## src/rtl/stream_credit_arb.sv

```systemverilog
// Credit-gated round-robin stream arbiter: whole packets from NUM_SRC sources
// are merged onto one registered output, one beat per cycle while credits last.
module stream_credit_arb #(
  parameter int NUM_SRC  = 4,
  parameter int DATA_W   = 32,
  parameter int MAX_CRED = 8
) (
  input  logic                       clk,
  input  logic                       rst_n,
  input  logic [NUM_SRC-1:0]         in_valid,
  input  logic [NUM_SRC-1:0]         in_last,
  input  logic [NUM_SRC*DATA_W-1:0]  in_data,
  output logic [NUM_SRC-1:0]         in_ready,
  output logic                       out_valid,
  output logic                       out_last,
  output logic [DATA_W-1:0]          out_data,
  output logic [$clog2(NUM_SRC)-1:0] out_src,
  input  logic                       cred_return,
  output logic [3:0]                 cred_avail,
  output logic                       cred_err
);

  localparam int SRC_W = $clog2(NUM_SRC);

  typedef enum logic [0:0] {
    ST_IDLE = 1'b0,
    ST_LOCK = 1'b1
  } state_t;

  state_t             r_state;
  state_t             w_state_nxt;
  logic [SRC_W-1:0]   r_owner;
  logic [SRC_W-1:0]   w_owner_nxt;
  logic [SRC_W-1:0]   r_rr_ptr;
  logic [SRC_W-1:0]   w_rr_nxt;
  logic [3:0]         r_cred;
  logic               r_cred_err;
  logic               r_out_valid;
  logic               r_out_last;
  logic [DATA_W-1:0]  r_out_data;
  logic [SRC_W-1:0]   r_out_src;

  logic               w_found;
  logic [SRC_W-1:0]   w_pick;
  logic [SRC_W-1:0]   w_sel;
  logic [SRC_W-1:0]   w_sel_inc;
  logic               w_sel_last;
  logic               w_has_cred;
  logic               w_xfer;
  logic [NUM_SRC-1:0] w_ready;

  function automatic logic [SRC_W-1:0] wrap_idx(input int base, input int ofs);
    return SRC_W'((base + ofs) % NUM_SRC);
  endfunction

  assign w_has_cred = (r_cred != 4'd0);
  assign w_sel      = (r_state == ST_LOCK) ? r_owner : w_pick;
  assign w_sel_last = in_last[w_sel];
  assign w_sel_inc  = (w_sel == SRC_W'(NUM_SRC - 1)) ? {SRC_W{1'b0}} : (w_sel + SRC_W'(1));
  assign in_ready   = w_ready & {NUM_SRC{rst_n}};
  assign w_xfer     = |(in_valid & in_ready);

  // Round-robin search: scanning downward lets the source nearest rr_ptr win.
  always_comb begin
    w_found = 1'b0;
    w_pick  = {SRC_W{1'b0}};
    for (int k = NUM_SRC - 1; k >= 0; k--) begin
      w_pick  = in_valid[wrap_idx(int'(r_rr_ptr), k)] ? wrap_idx(int'(r_rr_ptr), k) : w_pick;
      w_found = w_found | in_valid[wrap_idx(int'(r_rr_ptr), k)];
    end
  end

  // Per-source ready: the round-robin winner in IDLE, only the owner in LOCK.
  always_comb begin
    w_ready = {NUM_SRC{1'b0}};
    case (r_state)
      ST_IDLE: begin
        if (w_has_cred && w_found) begin
          w_ready[w_pick] = 1'b1;
        end else begin
          w_ready = {NUM_SRC{1'b0}};
        end
      end
      ST_LOCK: begin
        w_ready[r_owner] = w_has_cred;
      end
      default: begin
        w_ready = {NUM_SRC{1'b0}};
      end
    endcase
  end

  // Next state, owner and pointer; nothing moves without a transfer.
  always_comb begin
    w_state_nxt = r_state;
    w_owner_nxt = r_owner;
    w_rr_nxt    = r_rr_ptr;
    if (w_xfer) begin
      if (w_sel_last) begin
        w_state_nxt = ST_IDLE;
        w_rr_nxt    = w_sel_inc;
      end else begin
        w_state_nxt = ST_LOCK;
        w_owner_nxt = w_sel;
      end
    end else begin
      w_state_nxt = r_state;
    end
  end

  // FSM state, packet owner and round-robin pointer registers.
  always_ff @(posedge clk or negedge rst_n) begin
    if (!rst_n) begin
      r_state  <= ST_IDLE;
      r_owner  <= {SRC_W{1'b0}};
      r_rr_ptr <= {SRC_W{1'b0}};
    end else begin
      r_state  <= w_state_nxt;
      r_owner  <= w_owner_nxt;
      r_rr_ptr <= w_rr_nxt;
    end
  end

  // Credit pool; a return into a full pool is dropped and flagged sticky.
  always_ff @(posedge clk or negedge rst_n) begin
    if (!rst_n) begin
      r_cred     <= 4'(MAX_CRED);
      r_cred_err <= 1'b0;
    end else begin
      case ({w_xfer, cred_return})
        2'b10: r_cred <= r_cred - 4'd1;
        2'b01: begin
          if (r_cred == 4'(MAX_CRED)) begin
            r_cred_err <= 1'b1;
          end else begin
            r_cred <= r_cred + 4'd1;
          end
        end
        default: r_cred <= r_cred;
      endcase
    end
  end

  // Output beat register, one cycle behind the accepting handshake.
  always_ff @(posedge clk or negedge rst_n) begin
    if (!rst_n) begin
      r_out_valid <= 1'b0;
      r_out_last  <= 1'b0;
      r_out_data  <= {DATA_W{1'b0}};
      r_out_src   <= {SRC_W{1'b0}};
    end else begin
      r_out_valid <= w_xfer;
      if (w_xfer) begin
        r_out_last <= w_sel_last;
        r_out_data <= in_data[int'(w_sel) * DATA_W +: DATA_W];
        r_out_src  <= w_sel;
      end else begin
        r_out_last <= r_out_last;
        r_out_data <= r_out_data;
        r_out_src  <= r_out_src;
      end
    end
  end

  assign out_valid  = r_out_valid;
  assign out_last   = r_out_last;
  assign out_data   = r_out_data;
  assign out_src    = r_out_src;
  assign cred_avail = r_cred;
  assign cred_err   = r_cred_err;

endmodule
```

## config.mk

```make
export PLATFORM = sky130hd
export DESIGN_NAME = stream_credit_arb
export DESIGN_NICKNAME = d
export VERILOG_FILES = /design/src/rtl/stream_credit_arb.sv
export SDC_FILE = /design/constraint.sdc
export NUM_CORES = 1
export LEC_CHECK = 0
export BUFFER_PORTS_ARGS = -buffer_cell sky130_fd_sc_hd__buf_2
export CORE_MARGIN = 2
export CORE_UTILIZATION = 45
export CTS_CLUSTER_DIAMETER = 30
export CTS_CLUSTER_SIZE = 10
export DETAILED_ROUTE_END_ITERATION = 8
export GPL_TIMING_DRIVEN = 0
export PLACE_DENSITY_LB_ADDON = 0.05
export SYNTH_ARGS = -nofsm -noshare
export SYNTH_HDL_FRONTEND = slang
export SYNTH_SLANG_ARGS = --single-unit
```

## constraint.sdc

```tcl
create_clock -name clk -period 4.7 [get_ports clk]
set_input_delay 0.47 -clock clk [delete_from_list [all_inputs] [get_ports clk]]
set_output_delay 0.47 -clock clk [all_outputs]
set_load 0.01 [all_outputs]
```

======== After elaboration in Yosys (flattened, before gate mapping) ========
Index checks and enable logic that the tools add are counted.
word-level totals
  flip-flop bits (word level) ............. 46
  output and inout port bits .............. 45
cells by class
  add/sub/neg operators ................... 6
  order comparisons ....................... 9
  equality and inequality tests ........... 5
  shift-type cells ........................ 1
  mux-type cells .......................... 25
  bitwise operators ....................... 8
  reduce and logical (&&, ||, !) cells .... 10
operators with widths
  cell                 count
  $shiftx 128x8->32    1
  $lt 2x3->1 const B   7
  $pmux 4 s2           2
  $and 4x4->4          3
  $mux 2               6
  $bmux 1 s2           5
  $mux 1               8
  $mux 4               2
  $reduce_and 2->1     4
  $add 2x1->2 const B  2
  $add 2x2->2 const B  2
  $add 4x1->4 const B  1
  $demux 1 s2          2
  $eq 2x2->1 const B   2
  $eq 4x4->1 const B   1
  $ge 2x1->1 const B   2
  $reduce_bool 4->1    1
  $reduce_or 4->1      1
  $sub 4x1->4 const B  1
  $logic_and 1x1->1    3
  $or 1x1->1           3
  $eq 2x1->1 const B   1
  $ne 2x2->1 const B   1
  $not 1->1            2
  $reduce_bool 2->1    1

======== Logic depth before layout (Yosys ltp) ========
  word-level depth ........................ 19
  gate-level depth with buffers ........... 13
  mapped depth without buffers ............ 12

======== Least setup slack after synthesis ========
OpenSTA, ideal clock, no wires.
  path type ............................... flip-flop to flip-flop
  start point ............................. register r_cred[1] (netlist: cred_avail[1])
  end point ............................... register r_cred[3] (netlist: cred_avail[3])
  setup time .............................. 0.081 ns
  arrival ................................. 3.408 ns
  data required time ...................... 4.619 ns
  path slack .............................. 1.211 ns
  cell stages (with the launch flop) ...... 14
  path buffers ............................ 1
  clock period less this slack ............ 3.489 ns
  cell sequence ........................... dfrtp_1 or4_4 nand3_1 o32a_2 nor3b_2 nor4_4 buf_4 nand2_1 ha_1 a21o_1 a21o_1 or3b_2 mux2i_1 a21oi_1
between the ends
  longest elaborated chain between the ends .. 10
  elaborated cells on any way between the ends .. 18
  those cells by class .................... 2 x add/sub; 4 x eq/ne; 4 x mux; 3 x bitwise; 5 x reduce/logical
RTL lines
  item                                                       line  RTL
  start: declaration                                         36    logic [3:0] r_cred;
  start signal: assignment                                   127   r_cred <= 4'(MAX_CRED);
  start signal: assignment                                   131   2'b10: r_cred <= r_cred - 4'd1;
  start signal: assignment                                   136   r_cred <= r_cred + 4'd1;
  $reduce_bool 4->1                                          56    assign w_has_cred = (r_cred != 4'd0);
  $logic_and 1x1->1                                          78    if (w_has_cred && w_found) begin
  $mux 4                                                     78
  $pmux 4 s2                                                 76    case (r_state)
  $and 4x4->4                                                60    assign in_ready = w_ready & {NUM_SRC{rst_n}};
  $and 4x4->4                                                61    assign w_xfer = |(in_valid & in_ready);
  $reduce_or 4->1                                            61
  $eq 2x1->1 or $eq 2x2->1 (tied branches)                   130   case ({w_xfer, cred_return})
  $ne 2x2->1 (no line) or $reduce_bool 2->1 (tied branches)  --
  $reduce_and 2->1 (no line)                                 --
Several ways; a longest one is shown, not always the timed one. The select of a mux whose other input is x is not followed.
A chain may end at the register's enable or synchronous reset.

======== Final worst setup path ========
Ends and elaborated chain as after synthesis.

==> out/results.ini <==
[setup_path]
critPathSlowestCell = nor4_4
worstSetupEndpointType = register
startpoint_type = register
worstPathMaxFanout = 10
crit_top_cell = a21o_1
cp.arrival_ps = 4180
critical_path_class = reg -> reg
cp_slowest_stage_delay_ps = 630
r2r_slack_ps = 760
path_cells = nor4_1 -> o21ai_0 -> o31ai_4 -> nor3b_2 -> nor4_4 -> buf_4 -> nand2_1 -> ha_1 -> a21o_1 -> a21o_1 -> or3b_2 -> mux2i_1 -> a21oi_1
cp.required_ps = 4950

[clock_tree]
cts_hold_buf = 0
cts_made_buffers = 5
numClockSinks = 46
post_cts_resized = 0
cts_tree = done
clockBufferDepth = 2
htreeDepth = 2
clk_pin_slew_worst_paths_ps = 90
cts_setup_buffers = 0
insertion_delay_ps = 310
root_buffer = clkbuf_8

[timing]
tightest_slew_ps = 1070
setup_viol = 0
fin_ws_ps = 764
skew_ps = 9.50
rsz0062_at_grt = no
layout_min_cycle_time_ps = 3940
drv_slew = 0
slew_headroom = 0.286
post-route-period-util = 0.837
fmax_ghz = 0.254
fin_tns_setup_ps = 0
hold_violations = 0

[finish]
fin_nets = 784
area_delta_synth_final_pct = 35.5
drive_above_1_share = 0.341
antenna_cells = 0

[logic_synthesis]
yosys_warnings = 0
syn_inst = 452
synth_cell_types = 52
synth_top_cells_by_count = nand2_1, nor2_1, o21ai_0
ys.flop_type = dfrtp_1
ys_ff_latch = 46
async_flop_share = 1.00
yosys.area.top_type_share = 0.349
synth_edf_count = 0
synth_top_area_cell = dfrtp_1
syn-num-nets = 595
yosysMostFrequentCell = nand2_1
syn_area_um2 = 3220
ys_seq_area_frac = 0.357
synth_area_per_cell_um2 = 7.13
yosys-top-cells-area = dfrtp_1, nand2_1, nor2_1

[power_and_ir_drop]
leakagePower_nw = 2.25
pwr-share-seq = 0.262
swShare = 0.487
powerDensity_nw_per_um2 = 659
p_int_mw = 1.48
comb_power_share = 0.633
clkPwrFrac = 0.105
p_sw_mw = 1.40
ir_worst_vdd_v = 0.000289

[placed_design]
place_hpwl_mm = 8.03
place_congestion = 0.831
place.port_buffers = 182
dp_slack_ps = 506

[route]
vias = 3737
routed_wl_mm = 10.2
ant_nets = 0
top_layer = met4
drt-initial-drc-count = 171
route.met3.wl_um = 809
avgRoutedWirePerCell_um = 13.8
routed_via_density = 5.06
drc = 0
dr_wl_met2_mm = 5.02
firstDrtPassIters = 4
wl_met1_mm = 4.18

[grt]
antenna_found_initial = 0
grt_pass1_wl_mm = 15.9
overflow = 0
grt_pass1_vias = 3416
grt_max_degree = 49
grt.total_usage = 0.262

[die]
dieArea_um2 = 7860
core-area_um2 = 6870
boundaryPins = 184
fp.dieW_um = 88.6
die_h_um = 88.6
core.rowCount = 30
start_util = 0.469

[job]
cap_violations = 0

[run_status]
status = complete, no violations

[worst_hold_path]
hold_class = in -> async

[power by group through the flow]
stage / Combinational, mW / Clock, mW / Sequential, mW
4_1_cts: 1.83 / 0.309 / 0.754
6_report: 1.82 / 0.303 / 0.755
3_5_place_dp: 1.83 / 0 / 0.760
2_1_floorplan: 1.16 / 0 / 0.824
5_1_grt: 2.05 / 0.328 / 0.781
3_3_place_gp: 1.79 / 0 / 0.755
[per-layer routing]
| metal | vias to the layer above | GRT usage |
|---|---|---|
| met1 | 1684 | 0.330 |
| met4 | 0 | 0.0744 |
| li1 | 1890 | - |
| met2 | 151 | 0.448 |
| met5 | - | 0 |
| met3 | 12 | 0.0625 |
[kinds of logic (layout without fill, tap and decap cells)]
group           count (synthesis)  in the layout  synth area share
compound gates                 96             96             0.190
buf+inv                        37            227            0.0516
xor+xnor                        2              2           0.00543
simple gates                  255            255             0.336
fa+ha+maj                       4              4            0.0179
mux                            12             12            0.0423
flops                          46             46             0.357
[critical path, delay by kind of cell (launching register included)]
| family | cells | cell delay, ps |
|---|---|---|
| fa+ha+maj | 1 | 320 |
| compound gates | 5 | 800 |
| flops | 1 | 480 |
| simple gates | 5 | 1820 |
| buf+inv | 1 | 300 |
| mux | 1 | 130 |
[flip-flops by register name (all words and copies together), names as in the netlist]
signal	flops
r_state	1
r_rr_ptr	2
r_owner	2
out_data	32
cred_avail	4
out_valid	1
out_last	1
cred_err	1
out_src	2
[cells in the final DEF, fill, tap and decap left out, types with 2 or more instances in the layout]
cell type	Yosys	final
a21o_1	4	4
a21oi_1	9	9
buf_1	4	4
buf_2	1	183
buf_4	5	5
clkbuf_1	19	19
clkbuf_8	0	5
clkinvlp_4	0	2
dfrtp_1	45	45
ha_1	3	3
inv_1	6	6
mux2_2	4	4
mux2_4	2	2
mux2i_1	5	5
nand2_1	104	104
nand2b_1	2	2
nand3_1	34	34
nand4_1	2	2
nor2_1	100	100
nor4_1	2	2
o21ai_0	54	54
o21ai_1	12	12
o21bai_1	2	2
or3_1	2	2
or3b_2	2	2
[path summary, 6_finish.rpt]
check                      depth (start not counted)                        end                      start
setup / recovery                                  13  cred_avail[3]$_DFFE_PN1P_  cred_avail[1]$_DFFE_PN0P_
hold / removal                                     1     out_src[1]$_DFFE_PN0P_                      rst_n
setup reg to reg                                  13  cred_avail[3]$_DFFE_PN1P_  cred_avail[1]$_DFFE_PN0P_
hold reg to reg                                    1       cred_err$_DFFE_PN0P_       cred_err$_DFFE_PN0P_
max in group asynchronous                          1   out_data[12]$_DFFE_PN0P_                      rst_n
min in group clk                                   1       cred_err$_DFFE_PN0P_       cred_err$_DFFE_PN0P_
[through the flow]
step | util | hold WS [ps] | total power, mW | cell area [um2] | cells
after detailed placement | 0.619 | 461 | 2.59 | 4260 | 730
after global placement | 0.619 | 456 | 2.54 | 4260 | 730
after floorplan | - | 174 | 1.99 | 3220 | 452
after CTS | 0.636 | 380 | 2.90 | 4370 | 738
after global routing | 0.636 | 454 | 3.16 | 4370 | 738
final | 0.636 | 351 | 2.88 | 4370 | 738
[cell type report]
type,count,area (um2)
clock inverters,3,45.0
plain buffers,30,140
fillers,679,2500
clock buffers,5,68.8
well taps,96,120
multi-input cells,369,1910
flip-flops and latches,46,1150
inverters,7,26.3
repair buffers,182,911
No activity file was read; power rests on OpenSTA's default activity.
